[config.mk]
export PLATFORM = sky130hd
export DESIGN_NAME = char_action_fsm
export DESIGN_NICKNAME = d
export VERILOG_FILES = /design/src/rtl/char_pkg.sv /design/src/rtl/char_phase_timer.sv /design/src/rtl/char_action_fsm.sv
export SDC_FILE = /design/constraint.sdc
export NUM_CORES = 1
export LEC_CHECK = 0
export ABC_AREA = 0
export CAP_MARGIN = 25
export CORE_AREA = 2 2 66 49
export DETAILED_ROUTE_END_ITERATION = 12
export DIE_AREA = 0 0 68 51
export PLACE_DENSITY = 0.67
export SLEW_MARGIN = 20
export SYNTH_ARGS = -nofsm -noshare
export SYNTH_HDL_FRONTEND = slang
export SYNTH_HIERARCHICAL = 1
export SYNTH_SLANG_ARGS = --single-unit
[constraint.sdc]
create_clock -name CLOCK -period 3 [get_ports CLOCK]
set_input_delay 0.6 -clock CLOCK [delete_from_list [all_inputs] [get_ports CLOCK]]
set_output_delay 0.6 -clock CLOCK [all_outputs]
set_load 0.05 [all_outputs]
[src/rtl/char_pkg.sv]
// Shared state codes and default frame lengths for the character action core,
// the sprite block and the hitbox block.
package char_pkg;

   typedef logic [3:0] char_state_t;

   localparam char_state_t S_IDLE       = 4'd0;
   localparam char_state_t S_LEFT       = 4'd1;
   localparam char_state_t S_RIGHT      = 4'd2;
   localparam char_state_t S_ATK_START  = 4'd3;
   localparam char_state_t S_ATK_ACTIVE = 4'd4;
   localparam char_state_t S_ATK_RECOV  = 4'd5;
   localparam char_state_t S_DIR_START  = 4'd6;
   localparam char_state_t S_DIR_ACTIVE = 4'd7;
   localparam char_state_t S_DIR_RECOV  = 4'd8;
   localparam char_state_t S_HITSTUN    = 4'd9;

   localparam int unsigned DEF_ATK_START_FRAMES  = 5;
   localparam int unsigned DEF_ATK_ACTIVE_FRAMES = 2;
   localparam int unsigned DEF_ATK_RECOV_FRAMES  = 16;
   localparam int unsigned DEF_DIR_START_FRAMES  = 4;
   localparam int unsigned DEF_DIR_ACTIVE_FRAMES = 3;
   localparam int unsigned DEF_DIR_RECOV_FRAMES  = 15;
   localparam int unsigned DEF_HITSTUN_FRAMES    = 10;
   localparam int unsigned DEF_BUF_FRAMES        = 4;

endpackage

[src/rtl/char_phase_timer.sv]
// Down-counter for timed action phases; advances only on frame ticks and a
// load takes priority over the decrement. Saturates at zero.
module char_phase_timer #(
   parameter int unsigned CW = 5
) (
   input  logic          CLOCK,
   input  logic          RESET,
   input  logic          tick,
   input  logic          load,
   input  logic [CW-1:0] load_val,
   output logic [CW-1:0] cnt,
   output logic          zero
);

   logic [CW-1:0] cnt_q, cnt_d;

   always_comb begin
      cnt_d = cnt_q;
      if (tick) begin
         if (load) begin
            cnt_d = load_val;
         end else if (cnt_q != '0) begin
            cnt_d = cnt_q - CW'(1);
         end
      end
   end

   always_ff @(posedge CLOCK or posedge RESET) begin
      if (RESET) begin
         cnt_q <= '0;
      end else begin
         cnt_q <= cnt_d;
      end
   end

   assign cnt  = cnt_q;
   assign zero = (cnt_q == '0);

endmodule

[src/rtl/char_action_fsm.sv]
// Character action state machine: tick-gated movement, timed neutral and
// directional attacks, hitstun on incoming hits and a recovery attack buffer.
module char_action_fsm
   import char_pkg::*;
#(
   parameter int unsigned CW                = 5,
   parameter int unsigned ATK_START_FRAMES  = DEF_ATK_START_FRAMES,
   parameter int unsigned ATK_ACTIVE_FRAMES = DEF_ATK_ACTIVE_FRAMES,
   parameter int unsigned ATK_RECOV_FRAMES  = DEF_ATK_RECOV_FRAMES,
   parameter int unsigned DIR_START_FRAMES  = DEF_DIR_START_FRAMES,
   parameter int unsigned DIR_ACTIVE_FRAMES = DEF_DIR_ACTIVE_FRAMES,
   parameter int unsigned DIR_RECOV_FRAMES  = DEF_DIR_RECOV_FRAMES,
   parameter int unsigned HITSTUN_FRAMES    = DEF_HITSTUN_FRAMES,
   parameter int unsigned BUF_FRAMES        = DEF_BUF_FRAMES
) (
   input  logic          CLOCK,
   input  logic          RESET,
   input  logic          FRAME_TICK,
   input  logic          KEY_LEFT,
   input  logic          KEY_RIGHT,
   input  logic          KEY_ATTACK,
   input  logic          HIT_IN,
   output logic [3:0]    STATE,
   output logic [CW-1:0] FRAME_CNT,
   output logic          ATTACK_ACTIVE,
   output logic          ATTACK_DIR,
   output logic          STATE_CHG
);

   localparam logic [CW-1:0] LD_ATK_START  = CW'(ATK_START_FRAMES - 1);
   localparam logic [CW-1:0] LD_ATK_ACTIVE = CW'(ATK_ACTIVE_FRAMES - 1);
   localparam logic [CW-1:0] LD_ATK_RECOV  = CW'(ATK_RECOV_FRAMES - 1);
   localparam logic [CW-1:0] LD_DIR_START  = CW'(DIR_START_FRAMES - 1);
   localparam logic [CW-1:0] LD_DIR_ACTIVE = CW'(DIR_ACTIVE_FRAMES - 1);
   localparam logic [CW-1:0] LD_DIR_RECOV  = CW'(DIR_RECOV_FRAMES - 1);
   localparam logic [CW-1:0] LD_HITSTUN    = CW'(HITSTUN_FRAMES - 1);

   char_state_t   state_q, state_d;
   logic          atk_prev_q, atk_prev_d;
   logic          buf_q, buf_d;
   logic          attack_active_q, attack_active_d;
   logic          attack_dir_q, attack_dir_d;
   logic          state_chg_q, state_chg_d;

   logic          tmr_load;
   logic [CW-1:0] tmr_load_val;
   logic [CW-1:0] tmr_cnt;
   logic          tmr_zero;

   logic          atk_edge;
   logic          mv_left;
   logic          mv_right;
   logic          in_buf_win;

   assign atk_edge   = KEY_ATTACK & ~atk_prev_q;
   assign mv_left    = KEY_LEFT & ~KEY_RIGHT;
   assign mv_right   = KEY_RIGHT & ~KEY_LEFT;
   assign in_buf_win = (32'(tmr_cnt) < BUF_FRAMES);

   char_phase_timer #(
      .CW(CW)
   ) u_timer (
      .CLOCK   (CLOCK),
      .RESET   (RESET),
      .tick    (FRAME_TICK),
      .load    (tmr_load),
      .load_val(tmr_load_val),
      .cnt     (tmr_cnt),
      .zero    (tmr_zero)
   );

   always_comb begin
      state_d      = state_q;
      atk_prev_d   = atk_prev_q;
      buf_d        = buf_q;
      tmr_load     = 1'b0;
      tmr_load_val = '0;

      if (FRAME_TICK) begin
         atk_prev_d = KEY_ATTACK;
         if (HIT_IN) begin
            state_d      = S_HITSTUN;
            tmr_load     = 1'b1;
            tmr_load_val = LD_HITSTUN;
            buf_d        = 1'b0;
         end else begin
            case (state_q)
               S_IDLE, S_LEFT, S_RIGHT: begin
                  // Untimed states keep the counter pinned at zero.
                  tmr_load = 1'b1;
                  if (atk_edge || buf_q) begin
                     buf_d = 1'b0;
                     if (mv_left || mv_right) begin
                        state_d      = S_DIR_START;
                        tmr_load_val = LD_DIR_START;
                     end else begin
                        state_d      = S_ATK_START;
                        tmr_load_val = LD_ATK_START;
                     end
                  end else if (mv_left) begin
                     state_d = S_LEFT;
                  end else if (mv_right) begin
                     state_d = S_RIGHT;
                  end else begin
                     state_d = S_IDLE;
                  end
               end
               S_ATK_START: if (tmr_zero) begin
                  state_d      = S_ATK_ACTIVE;
                  tmr_load     = 1'b1;
                  tmr_load_val = LD_ATK_ACTIVE;
               end
               S_ATK_ACTIVE: if (tmr_zero) begin
                  state_d      = S_ATK_RECOV;
                  tmr_load     = 1'b1;
                  tmr_load_val = LD_ATK_RECOV;
               end
               S_DIR_START: if (tmr_zero) begin
                  state_d      = S_DIR_ACTIVE;
                  tmr_load     = 1'b1;
                  tmr_load_val = LD_DIR_ACTIVE;
               end
               S_DIR_ACTIVE: if (tmr_zero) begin
                  state_d      = S_DIR_RECOV;
                  tmr_load     = 1'b1;
                  tmr_load_val = LD_DIR_RECOV;
               end
               S_ATK_RECOV, S_DIR_RECOV: begin
                  // The flag is consumed by IDLE on the tick after recovery ends.
                  if (atk_edge && in_buf_win) begin
                     buf_d = 1'b1;
                  end
                  if (tmr_zero) begin
                     state_d  = S_IDLE;
                     tmr_load = 1'b1;
                  end
               end
               S_HITSTUN: if (tmr_zero) begin
                  state_d  = S_IDLE;
                  tmr_load = 1'b1;
               end
               default: begin
                  state_d  = S_IDLE;
                  tmr_load = 1'b1;
               end
            endcase
         end
      end

      attack_active_d = (state_d == S_ATK_ACTIVE) || (state_d == S_DIR_ACTIVE);
      attack_dir_d    = (state_d == S_DIR_START) || (state_d == S_DIR_ACTIVE) ||
                        (state_d == S_DIR_RECOV);
      state_chg_d     = FRAME_TICK && (state_d != state_q);
   end

   always_ff @(posedge CLOCK or posedge RESET) begin
      if (RESET) begin
         state_q         <= S_IDLE;
         atk_prev_q      <= 1'b0;
         buf_q           <= 1'b0;
         attack_active_q <= 1'b0;
         attack_dir_q    <= 1'b0;
         state_chg_q     <= 1'b0;
      end else begin
         state_q         <= state_d;
         atk_prev_q      <= atk_prev_d;
         buf_q           <= buf_d;
         attack_active_q <= attack_active_d;
         attack_dir_q    <= attack_dir_d;
         state_chg_q     <= state_chg_d;
      end
   end

   assign STATE         = state_q;
   assign FRAME_CNT     = tmr_cnt;
   assign ATTACK_ACTIVE = attack_active_q;
   assign ATTACK_DIR    = attack_dir_q;
   assign STATE_CHG     = state_chg_q;

endmodule
==> Word-level counts from Yosys, hierarchy flattened <==
Cells that the tools add are included.
{ "word_totals": {"ff_bits": 14, "latchBits": 0, "ram_bits": 0, "romBits": 0, "in_bits": 7, "out_inout_bits": 12, "wordCells": 79, "mem_count": 0} }
{ "classes": {"n_addsub": 1, "multipliers": 0, "div_mod_pow": 0, "order_cmp": 1, "eq_ne": 16, "n_shift": 0, "muxes": 30, "bitwise_logic": 6, "reduce_logical": 18} }
{ "op_table": {"columns": ["operator", "n"], "rows": [
  ["4-bit 2-to-1 mux", 11],
  ["4-bit by 3-bit equality test with 1-bit output, second input constant", 7],
  ["4-bit case mux with 6 select lines", 1],
  ["4-bit case mux with 5 select lines", 1],
  ["4-bit equality test, second input constant", 3],
  ["5-bit 2-to-1 mux", 2],
  ["3-bit 2-to-1 mux", 3],
  ["4-bit by 2-bit equality test with 1-bit output, second input constant", 2],
  ["1-bit 2-to-1 mux", 8],
  ["7-bit OR reduction", 1],
  ["2-bit 2-to-1 mux", 3],
  ["3-bit != test, second input constant", 2],
  ["3-bit OR reduction", 2],
  ["5-bit zero test", 1],
  ["1-bit logical OR", 5],
  ["5-bit by 3-bit less-than comparator with 1-bit output, second input constant", 1],
  ["5-bit nonzero test", 1],
  ["5-bit by 1-bit subtractor with 5-bit output, second input constant", 1],
  ["4-bit by 1-bit equality test with 1-bit output, second input constant", 1],
  ["4-bit zero test", 1],
  ["4-bit != test", 1],
  ["4-bit AND reduction", 1],
  ["1-bit bitwise AND", 3],
  ["1-bit NOT", 3],
  ["6 further kinds", 7]
]} }

==> Longest topological paths before layout <==
{ "depth": {"ltp_word": 11, "ltp_mapped": 11, "ltp_nobuf": 10} }

==> Cells and area by module <==
Netlist, hierarchy kept.
{ "modules_own_cells": {"columns": ["mod", "instances", "cells_each", "area_each_um2", "seq_area_each_um2"], "rows": [
  ["char_action_fsm", 1, 110, 900.9, 225.2],
  ["char_phase_timer", 1, 35, 337.8, 125.1]
]} }

==> Least setup slack after synthesis <==
Ideal clock, no wire load.
{ "synth_path": {"path_type": "reg2reg", "startpoint": "register u_timer.cnt_q[0], in the netlist u_timer/cnt[0]", "endpoint": "register u_timer.cnt_q[0], in the netlist u_timer/cnt[0]", "arrival_ns": 2.361, "required_time_ns": 2.913, "slack_ns": 0.551, "stages_incl_launch_ff": 11, "path_buffers": 2, "period_less_slack_ns": 2.449, "cell_sequence": "dfrtp_1 inv_1 ha_1 nor4b_4 buf_2 nor2_1 a21oi_1 buf_2 inv_1 a21bo_2 a22oi_1"} }
{ "synth_via": {"elab_chain_cells": 7, "word_cells_on_any_way": 15, "classes_between": "add/sub (1); mux (10); reduce/logical (4)"} }
{ "synth_rtl": {"columns": ["element", "line", "text"], "rows": [
  ["start: declaration", "char_phase_timer.sv:15", "logic [CW-1:0] cnt_q, cnt_d;"],
  ["start signal: assignment", "char_phase_timer.sv:32", "cnt_q <= cnt_d;"],
  ["5-bit zero test (*)", "char_phase_timer.sv:37", "assign zero = (cnt_q == '0);"],
  ["via tmr_zero", "char_action_fsm.sv:48", "logic tmr_zero;"],
  ["1-bit 2-to-1 mux (*) (2 in series)", null, null],
  ["1-bit 2-to-1 mux (*)", "char_action_fsm.sv:81", "if (HIT_IN) begin"],
  ["1-bit 2-to-1 mux (*)", "char_action_fsm.sv:79", "if (FRAME_TICK) begin"],
  ["via tmr_load", "char_action_fsm.sv:45", "logic tmr_load;"],
  ["2-bit nonzero test (no source line)", null, null],
  ["2-bit AND reduction (no source line)", null, null]
]} }
The timed path passes the listed nets; every way through them passes the cells marked *. The select of a mux whose other input is x is not followed.
A chain may end at the register's enable or synchronous reset.

==> Final worst setup path <==
{ "layout_path": {"startpoint": "register state_q[2], in the netlist STATE[2]", "endpoint": "output STATE[2]"} }
{ "layout_rtl": {"columns": ["element", "line", "text"], "rows": [
  ["start: declaration", "char_action_fsm.sv:38", "char_state_t state_q, state_d;"],
  ["start signal: assignment", "char_action_fsm.sv:165", "state_q <= state_d;"],
  ["end: declaration", "char_action_fsm.sv:23", "output logic [3:0] STATE,"]
]} }
No word-level cell between the ends.

==> metrics.txt <==
latest clock arrival within the worst-skew pair=0.24 ns; Cells after Synth=145; Simple-Gate Fraction of Synth Area=18.9%; MaxCap Viol Count=0; Non-Filler Instances=201; Seq cells post-synth=14; slowest stage cell, crit path=clkdlybuf4s50_1; antenna cells=0; Netlist Area Pre-Place=1240 sq um; port bufs=18; Nets=174; fraction of layout cells with a size suffix above 1=16.6%; P&R area growth vs syn=20.7%; Residual DRC=0; vias in the first global route=1115; Die Wd=68 microns; fraction of synthesized area in multiplexers=1.72%; Die Area=3470 sq um; worst path required time=2.40 ns; dpl cells=197; setup bufs post-CTS=0; clk buf depth=2; count of warnings emitted by yosys=6; CTS Root Cell=clkbuf_8; Synth Area in Compound Gates=35.1%; leak pwr=0.604 nW; vias post-DR=1147; Syn Area/Cell=8.54 sq um; Reg clk slew, reported paths=0.05 ns; Num CTS Buffers=3; wirelength, routed=3010 microns; post-synth cell types=55; syn nets=155; top_reg_cell synth=dfrtp_1; fin. max-slew vios=0; GRT overflow=0; HPWL after DPL=2220 microns; Adder-Cell Fraction of Synth Area=3.03%; setup TNS=0 ns; pwr/cell area=829 nW/um^2; part of the Yosys area used for sequential elements=28.3%; Final Critical Period=2.45 ns; Worst Setup Path Type=reg -> out; status=finished clean; hold_buf cts=0; startpoint types=flip-flop; placed instance area=1440 sq um; clock power share=14.2%; Layout fillers=269; Bufs and invs on worst path=1; Worst Tran Pin Value=0.566 ns; largest family of logic cells by synthesized area=compound AO/OA/AOI/OAI gates; worst hold path type=reg -> reg; crit-path max FO=15; H-tree levels=1; Slew Limit Headroom=62.3%; final period utilization=81.7%; P_sw=0.000595 W; crit end category=output pin; clock sinks=14; first-pass GRT wire length=5360 microns; Reg power frac=25.1%; GRT Resource Usage Total=20.6%; core footprint=2940 sq um; final hold slack=0.536 ns; most frequent cells in the layout=18 x clkdlybuf4s50_1, 14 x dfrtp_1, 14 x inv_1; initial core utilization=42.2%; final hold vios=0; Fmax=408 MHz; initial antenna violation count=0; crit-path cells=clkdlybuf4s50_1; Via density=5.71; post-synthesis async set-or-reset flop share=100%; Synth Area in XOR/XNOR=2.12%; io pins=19; largest net degree at the start of global routing=21; FP Rows=17; Comb pwr share=60.7%; most common library cell in the layout ignoring fill and taps=clkdlybuf4s50_1; die height=51 microns; initial drt markers=130; drt pass-1 iters=5; RSZ-0062 raised after global routing=false; Internal Power=0.000644 W; CP top delay family=buffers and inverters; TritonCTS clock tree=done; Max stage delay on crit path=0.91 ns; number of synthesized flops with an enable pin=0; Antenna Nets Post-Route=0; Finished Cell Area=1500 sq um; crit path DAT=1.85 ns; Final setup viols=0; Layout Skew=0.00238 ns; Peak VDD IR=469 uV; GPL Wtd Cong=0.848; Wirelength per Cell=15.0 microns; sw frac=48.0%; Post-CTS Resized=0
## logic make-up (layout without fill, tap and decap cells)
kind of cell             after synthesis  after routing
buffers and inverters                 25             43
other                                  1              1
multiplexers                           2              2
AO/OA/AOI/OAI                         54             54
flip-flops                            14             14
AND/OR/NAND/NOR                       43             43
adder cells (fa/ha/maj)                3              3
XOR/XNOR                               3              3
## power by group through the flow
stage / clock network [W] / logic, W / registers [W]
after global routing: 0.000193 / 0.000815 / 0.000321
after CTS: 0.000184 / 0.000754 / 0.000311
final: 0.000176 / 0.000753 / 0.000311
after floorplan: 0 / 0.000371 / 0.000489
after global placement: 0 / 0.000742 / 0.000309
after detailed placement: 0 / 0.000749 / 0.000312
## synth_stat cells (all sizes together) (3+ instances only)
| cell | number | area (sq um) |
|---|---|---|
| a211oi | 3 | 40.0 |
| a21oi | 12 | 75.1 |
| a22oi | 3 | 27.5 |
| buf | 9 | 71.3 |
| dfrtp | 14 | 350 |
| ha | 3 | 37.5 |
| inv | 14 | 52.6 |
| nand2 | 12 | 45.0 |
| nand2b | 5 | 31.3 |
| nor2 | 9 | 33.8 |
| nor2b | 3 | 18.8 |
| nor3 | 5 | 25.0 |
| o21ai | 10 | 50.1 |
| o31ai | 3 | 27.5 |
| xnor2 | 3 | 26.3 |
## registers in the layout, summed over array words and instances (netlist names)
name,count
STATE_CHG,1
atk_prev_q,1
ATTACK_ACTIVE,1
u_timer/cnt,5
STATE,4
buf_q,1
ATTACK_DIR,1
## area by class of cell
type,instances,area [sq um],share of cell area (%)
multi-input combinational,106,757,50.6
sequential,14,350,23.4
timing repair buffer,25,233,15.6
clock buffer,4,55.1,3.68
inverter,14,52.6,3.51
tap,38,47.5,3.18
## per-layer routing
| layer | up-vias | routed length (microns) | GRT usage [%] |
|---|---|---|---|
| li1 | 558 | - | - |
| met3 | 2 | 200 | 2.42 |
| met5 | - | 0 | 0 |
| met4 | 0 | 9 | 8.00 |
| met1 | 550 | 1450 | 30.9 |
| met2 | 37 | 1350 | 29.8 |
## per-stage QoR
| step | power [W] | setup slack (ns) | utilization (%) |
|---|---|---|---|
| after global placement | 0.00105 | 0.507 | 49.1 |
| final | 0.00124 | 0.549 | 50.9 |
| after CTS | 0.00125 | 0.554 | 50.9 |
| after global routing | 0.00133 | 0.467 | 50.9 |
| after detailed placement | 0.00106 | 0.451 | 49.1 |
| after floorplan | 0.000861 | 0.551 | - |
## path summary, 6_finish.rpt
kind                                            start                         end  slack (ns)  cells past startpoint
max in group asynchronous                       RESET           buf_q$_DFFE_PP0P_        2.12                      2
max reg2reg                u_timer/cnt[0]$_DFFE_PP0P_         STATE_CHG$_DFF_PP0_        0.79                     10
min reg2reg                    atk_prev_q$_DFFE_PP0P_      atk_prev_q$_DFFE_PP0P_        0.54                      1
max                                STATE[2]$_DFF_PP0_                    STATE[2]        0.55                      1
min in group asynchronous                       RESET  u_timer/cnt[2]$_DFFE_PP0P_        0.57                      2
min                            atk_prev_q$_DFFE_PP0P_      atk_prev_q$_DFFE_PP0P_        0.54                      1
(Power assumes the default switching activity.)
